File: config.mk
export PLATFORM = sky130hd
export DESIGN_NAME = hazard_unit
export DESIGN_NICKNAME = d
export VERILOG_FILES = /design/src/rtl/hazard_unit_pkg.sv /design/src/rtl/hazard_unit_fwd_sel.sv /design/src/rtl/hazard_unit.sv
export SDC_FILE = /design/constraint.sdc
export NUM_CORES = 1
export LEC_CHECK = 0
export ABC_AREA = 1
export CORE_ASPECT_RATIO = 2
export CORE_MARGIN = 4
export CORE_UTILIZATION = 42
export CTS_BUF_LIST = sky130_fd_sc_hd__clkbuf_16
export DETAILED_ROUTE_END_ITERATION = 7
export HOLD_SLACK_MARGIN = 0.1
export MAX_ROUTING_LAYER = met4
export PLACE_DENSITY = 0.78
export SLEW_MARGIN = 20
export SYNTH_ARGS = -nofsm -noshare
export SYNTH_HDL_FRONTEND = slang
export SYNTH_HIERARCHICAL = 1
export SYNTH_SLANG_ARGS = --single-unit
File: constraint.sdc
create_clock -name clk -period 2.3 [get_ports clk]
set_input_delay 0.23 -clock clk [delete_from_list [all_inputs] [get_ports clk]]
set_output_delay 0.23 -clock clk [all_outputs]
set_load 0.1 [all_outputs]
File: src/rtl/hazard_unit_pkg.sv
// Shared types and constants for the pipeline hazard unit: controller states,
// ALU operand forward selects, and the hard-wired zero register.
package hazard_unit_pkg;

  typedef enum logic [1:0] {
    RUN   = 2'd0,
    STALL = 2'd1,
    FLUSH = 2'd2
  } state_t;

  localparam logic [1:0] FWD_REG   = 2'b00;
  localparam logic [1:0] FWD_EXMEM = 2'b10;
  localparam logic [1:0] FWD_MEMWB = 2'b01;

  localparam logic [4:0] REG_ZERO = 5'd0;

  // A later stage produces a register the ID instruction reads; $0 never counts.
  function automatic logic src_match(
    input logic       we,
    input logic [4:0] dst,
    input logic [4:0] rs,
    input logic [4:0] rt,
    input logic       uses_rt
  );
    return we && (dst != REG_ZERO) && ((dst == rs) || (uses_rt && (dst == rt)));
  endfunction

endpackage

File: src/rtl/hazard_unit_fwd_sel.sv
// Per-operand ALU forward selector; built only with HAZARD_UNIT_FWD_EN defined.
// The younger EX/MEM result wins over MEM/WB; $0 is never forwarded.
`ifdef HAZARD_UNIT_FWD_EN
module hazard_fwd_sel
  import hazard_unit_pkg::*;
(
  input  logic [4:0] src,
  input  logic       exmem_we,
  input  logic [4:0] exmem_dst,
  input  logic       memwb_we,
  input  logic [4:0] memwb_dst,
  output logic [1:0] sel
);

  always_comb begin
    sel = FWD_REG;
    if (src != REG_ZERO) begin
      if (exmem_we && (exmem_dst == src)) begin
        sel = FWD_EXMEM;
      end else if (memwb_we && (memwb_dst == src)) begin
        sel = FWD_MEMWB;
      end
    end
  end

endmodule
`endif

File: src/rtl/hazard_unit.sv
// Pipeline hazard unit: stall/flush controller with a saturating stall counter.
// Define HAZARD_UNIT_FWD_EN for the forwarding build (load-use stalls only).
module hazard_unit
  import hazard_unit_pkg::*;
(
  input  logic        clk,
  input  logic        rst_n,
  input  logic [4:0]  ifidRsIN,
  input  logic [4:0]  ifidRtIN,
  input  logic        ifidUsesRtIN,
  input  logic        idexMemReadIN,
  input  logic        idexRegWriteIN,
  input  logic [4:0]  idexDstIN,
  input  logic        exmemRegWriteIN,
  input  logic [4:0]  exmemDstIN,
  input  logic        memwbRegWriteIN,
  input  logic [4:0]  memwbDstIN,
  input  logic [4:0]  idexRsIN,
  input  logic [4:0]  idexRtIN,
  input  logic        branchTakenIN,
  output logic        pcWriteOUT,
  output logic        ifidWriteOUT,
  output logic        idexBubbleOUT,
  output logic        ifidFlushOUT,
  output logic        idexFlushOUT,
  output logic        exmemFlushOUT,
  output logic [1:0]  fwdAOUT,
  output logic [1:0]  fwdBOUT,
  output logic [15:0] stallCountOUT
);

  state_t     state, state_nxt;
  logic [1:0] cnt, cnt_nxt;
  logic [1:0] need;
  logic       ex_match;
  logic [1:0] fwd_a, fwd_b;

  assign ex_match = src_match(idexRegWriteIN, idexDstIN, ifidRsIN, ifidRtIN, ifidUsesRtIN);

`ifdef HAZARD_UNIT_FWD_EN
  // Only a load still in EX cannot be forwarded in time.
  assign need = (idexMemReadIN && ex_match) ? 2'd1 : 2'd0;

  hazard_fwd_sel u_fwd_a (
    .src       (idexRsIN),
    .exmem_we  (exmemRegWriteIN),
    .exmem_dst (exmemDstIN),
    .memwb_we  (memwbRegWriteIN),
    .memwb_dst (memwbDstIN),
    .sel       (fwd_a)
  );

  hazard_fwd_sel u_fwd_b (
    .src       (idexRtIN),
    .exmem_we  (exmemRegWriteIN),
    .exmem_dst (exmemDstIN),
    .memwb_we  (memwbRegWriteIN),
    .memwb_dst (memwbDstIN),
    .sel       (fwd_b)
  );
`else
  logic mem_match;
  logic unused_fwd_inputs;

  assign mem_match = src_match(exmemRegWriteIN, exmemDstIN, ifidRsIN, ifidRtIN, ifidUsesRtIN);
  // WB producers need no stall: the register file writes before it is read.
  assign need  = ex_match ? 2'd2 : (mem_match ? 2'd1 : 2'd0);
  assign fwd_a = FWD_REG;
  assign fwd_b = FWD_REG;
  assign unused_fwd_inputs = ^{idexRsIN, idexRtIN, memwbRegWriteIN, memwbDstIN, idexMemReadIN};
`endif

  always_comb begin
    state_nxt     = state;
    cnt_nxt       = cnt;
    pcWriteOUT    = 1'b1;
    ifidWriteOUT  = 1'b1;
    idexBubbleOUT = 1'b0;
    ifidFlushOUT  = 1'b0;
    idexFlushOUT  = 1'b0;
    exmemFlushOUT = 1'b0;
    fwdAOUT       = fwd_a;
    fwdBOUT       = fwd_b;
    if (!rst_n) begin
      pcWriteOUT    = 1'b0;
      ifidWriteOUT  = 1'b0;
      idexBubbleOUT = 1'b1;
      ifidFlushOUT  = 1'b1;
      idexFlushOUT  = 1'b1;
      exmemFlushOUT = 1'b1;
      fwdAOUT       = FWD_REG;
      fwdBOUT       = FWD_REG;
    end else if (branchTakenIN) begin
      ifidFlushOUT  = 1'b1;
      idexFlushOUT  = 1'b1;
      exmemFlushOUT = 1'b1;
      cnt_nxt       = 2'd0;
      state_nxt     = FLUSH;
    end else begin
      unique case (state)
        RUN: begin
          if (need != 2'd0) begin
            pcWriteOUT    = 1'b0;
            ifidWriteOUT  = 1'b0;
            idexBubbleOUT = 1'b1;
            cnt_nxt       = need - 2'd1;
            state_nxt     = (need == 2'd1) ? RUN : STALL;
          end
        end
        STALL: begin
          // cnt counts the stall cycles still owed, this one included.
          pcWriteOUT    = 1'b0;
          ifidWriteOUT  = 1'b0;
          idexBubbleOUT = 1'b1;
          if (cnt <= 2'd1) begin
            cnt_nxt   = 2'd0;
            state_nxt = RUN;
          end else begin
            cnt_nxt = cnt - 2'd1;
          end
        end
        FLUSH: begin
          state_nxt = RUN;
        end
        default: begin
          cnt_nxt   = 2'd0;
          state_nxt = RUN;
        end
      endcase
    end
  end

  always_ff @(posedge clk) begin
    if (!rst_n) begin
      state         <= RUN;
      cnt           <= 2'd0;
      stallCountOUT <= 16'd0;
    end else begin
      state <= state_nxt;
      cnt   <= cnt_nxt;
      if (idexBubbleOUT && (stallCountOUT != 16'hFFFF)) begin
        stallCountOUT <= stallCountOUT + 16'd1;
      end
    end
  end

endmodule

==> results of run 1 <==
-- what timing repair did --
| item | CTS | global route |
|---|---|---|
| setup buffers | 0 | 0 |
| setup endpoints to repair | 0 | 3 |
| hold buffers | 0 | 0 |
| resized for setup | 0 | 10 |
-- power groups by stage --
stage / Sequential, mW / Clock [mW] / Combinational [mW]
floorplan: 0.389 / 0 / 0.180
global placement: 0.365 / 0 / 0.299
detailed placement: 0.365 / 0 / 0.301
CTS: 0.357 / 0.366 / 0.302
global route: 0.358 / 0.389 / 0.324
finish: 0.357 / 0.358 / 0.304
-- worst max-delay path by stage --
stage / start / endpoint
2_1_floorplan: idexDstIN[4] / pcWriteOUT
3_3_place_gp: idexDstIN[4] / ifidWriteOUT
3_5_place_dp: idexDstIN[4] / stallCountOUT[7]
4_1_cts: idexDstIN[4] / ifidWriteOUT
5_1_grt: idexDstIN[0] / ifidWriteOUT
6_report: idexDstIN[0] / ifidWriteOUT
-- placed cells by master (no fill, tap or decap), drive strengths merged --
cell type,n
a21oi,20
buf,26
clkbuf,3
clkdlybuf4s50,22
clkinv,1
clkinvlp,1
conb,4
dfxtp,20
dlymetal6s2s,3
ha,1
inv,33
nand2,79
nand3,28
nand3b,3
nand4,4
nor2,23
nor3,3
nor3b,1
nor4,1
o21ai,6
xnor2,7
xor2,9
-- tightest hold or removal path, stage by stage, from the launching register on --
cell and delay [ns]:
dfxtp_1 0.30, nand3b_1 0.07, inv_1 0.04
-- per-layer routing --
| metal | share of wire (%) | wire length [microns] | track usage, % | vias up |
|---|---|---|---|---|
| met2 | 57 | 2440 | 37.6 | 62 |
| met4 | 4.5 | 193 | 12.3 | 0 |
| met5 | 0 | 0 | - | - |
| met1 | 34 | 1450 | 16.5 | 775 |
| met3 | 5.1 | 218 | 3.16 | 15 |
| li1 | - | - | - | 875 |
-- registers in the layout, summed over array words and instances (netlist names) --
register	flops
state	2
stallCountOUT	16
cnt	2
-- through the flow --
stage | setup WS [ns] | util (%)
after global routing | 0.000209 | 59.9
after floorplan | 0.00563 | -
final | 0.127 | 59.9
after global placement | 0.0822 | 57.2
after detailed placement | 0.0691 | 57.2
after CTS | 0.0384 | 59.4
-- layout make-up --
type	count	area, sq um
Tap cell	49	61.3
Clock inverter	1	3.75
Fill cell	381	1460
Inverter	34	131
Clock buffer	3	75.1
Multi-Input combinational cell	189	973
Sequential cell	20	410
Timing Repair Buffer	51	528
-- synth_stat cells, types with 2 or more instances --
| cell type | n |
|---|---|
| nand2_1 | 75 |
| inv_1 | 30 |
| nand3_1 | 26 |
| nor2_1 | 21 |
| dfxtp_1 | 20 |
| a21oi_1 | 18 |
| xor2_1 | 9 |
| buf_4 | 8 |
| xnor2_1 | 7 |
| o21ai_0 | 5 |
| inv_2 | 4 |
| nand4_1 | 4 |
| nand2_2 | 3 |
| nand3b_1 | 3 |
| a21oi_2 | 2 |
| nor3_1 | 2 |
-- kinds of logic after synthesis --
logic type	share of synthesized area [%]
flops	25.2
compound gates	8.66
other cells	0.236
fa+ha+maj	0.787
xor+xnor	8.82
buf+inv	14.9
simple gates	41.4
==> flow_metrics.env, run 1 <==
export IMPL_power_frac_clock_pct=35.2
export IMPL_clk_pin_slew_ns=0.05
export IMPL_fp_row_count=31
export IMPL_fp_dieH_microns=95.0
export IMPL_dpl_cell_area_sq_um=2090
export IMPL_yosysTopAreaCellShare_pct=25.2
export IMPL_fin_hold_ws_ns=0.456
export IMPL_track_usage_pct=19.6
export IMPL_cp_start_kind="input port"
export IMPL_crit_chain="clkdlybuf4s50_1, inv_1, nand2_1, nand2_1, nor2_1, nand3_1, nand2_2, nand2_1, nand3_2, nand3_1, nand2_2, clkinvlp_4, buf_12"
export IMPL_syn_avg_cell_area_sq_um=6.31
export IMPL_start_util_pct=43.6
export IMPL_r2r_start="stallCountOUT[0]"
export IMPL_diodes=0
export IMPL_finalPower_mw=1.02
export IMPL_routed_via_density=4.98
export IMPL_crit_path_frequent_cell="nand2_1"
export IMPL_htree_levels=1
export IMPL_synth_top_cell_by_area="dfxtp_1"
export IMPL_finalCritPeriodShare_pct=94.5
export IMPL_die_w_microns=51.5
export IMPL_hp_start="cnt[1]"
export IMPL_p_sw_share_pct=32.5
export IMPL_yosysSeqAreaShare_pct=25.2
export IMPL_root_buffer="clkbuf_16"
export IMPL_wl_per_cell_microns=12.4
export IMPL_drive_above_1_share_pct=20.1
export IMPL_grt_pass1_vias=1696
export IMPL_dp_hpwl_microns=3430
export IMPL_finalNetCount=343
export IMPL_fin_area_sq_um=2180
export IMPL_drv_slew=0
export IMPL_clk_path_buf_depth=2
export IMPL_grt_start_max_net_pins=17
export IMPL_drc=0
export IMPL_port_buffers=47
export IMPL_stdcell_count=347
export IMPL_slowest_delay_ns=0.50
export IMPL_rsz0062_at_grt="no"
export IMPL_synth_area_sq_um=1590
export IMPL_p_switching_mw=0.331
export IMPL_core_area_sq_um=3650
export IMPL_internal_power_mw=0.688
export IMPL_hp_class="reg2reg"
export IMPL_cp_num_buf_inv=4
export IMPL_crit_fanout=4
export IMPL_io_pins=69
export IMPL_setup_tns_ns=0
export IMPL_gp_congestion=0.839
export IMPL_grt_antenna_before_repair=0
export IMPL_netlist_top_cells_area="dfxtp_1, nand2_1, nand3_1"
export IMPL_first_pass_iters=4
export IMPL_crit_path_end_kind="primary output"
export IMPL_critPathTopFamily="buffers and inverters"
export IMPL_ant_nets=0
export IMPL_holdPathEnd="cnt[1]"
export IMPL_finalHoldViolCount=0
export IMPL_r2r_end="stallCountOUT[8]"
export IMPL_wirelength_microns=4300
export IMPL_synth_warnings=6
export IMPL_synth_cell_type_count=31
export IMPL_area_growth_pct=37.4
export IMPL_setup_viol=0
export IMPL_max_cap_viol_count=0
export IMPL_skew_ns=0.00237
export IMPL_drt_iter0_markers=40
export IMPL_path_depth=13
export IMPL_reg2regPathDepth=9
export IMPL_synth_edf_count=0
export IMPL_r2r_slack_ns=0.45
export IMPL_slowest_stage="clkdlybuf4s50_1"
export IMPL_async_flop_share_pct=0
export IMPL_path_class="in2out"
export IMPL_synth_cells=252
export IMPL_p_leak_nw=1.02
export IMPL_placed_cells=343
export IMPL_p_seq_share_pct=35.1
export IMPL_power_frac_comb_pct=29.8
export IMPL_worstPathRequired_ns=2.07
export IMPL_max_freq_mhz=460
export IMPL_power_density_nw_per_um2=467
export IMPL_status="complete, no violations"
export IMPL_grt_pass1_wl_microns=7100
export IMPL_clkLatencyLatePin_ns=0.25
export IMPL_vias=1727
export IMPL_ys_ff_latch=20
export IMPL_ir_drop_uv=460
export IMPL_cts_sinks=20
export IMPL_critPathArrivalTime_ns=1.94
export IMPL_yosys_most_used_dff="dfxtp_1"
export IMPL_cts_tree="yes"
export IMPL_fin_crit_ns=2.17
export IMPL_die_area_sq_um=4890
export IMPL_overflow=0
export IMPL_cts_buffers_inserted=3
export IMPL_holdPathStages=2
Note: power is estimated with default switching activity, not from simulation.
==> run 2, diff against run 1 <==
- SYNTH_HIERARCHICAL: 1 -> default
==> results of run 2 <==
The final DEF is identical to that of run 1; final timing and power are the same.
Among the figures that moved: Yosys warning count 6 -> 0
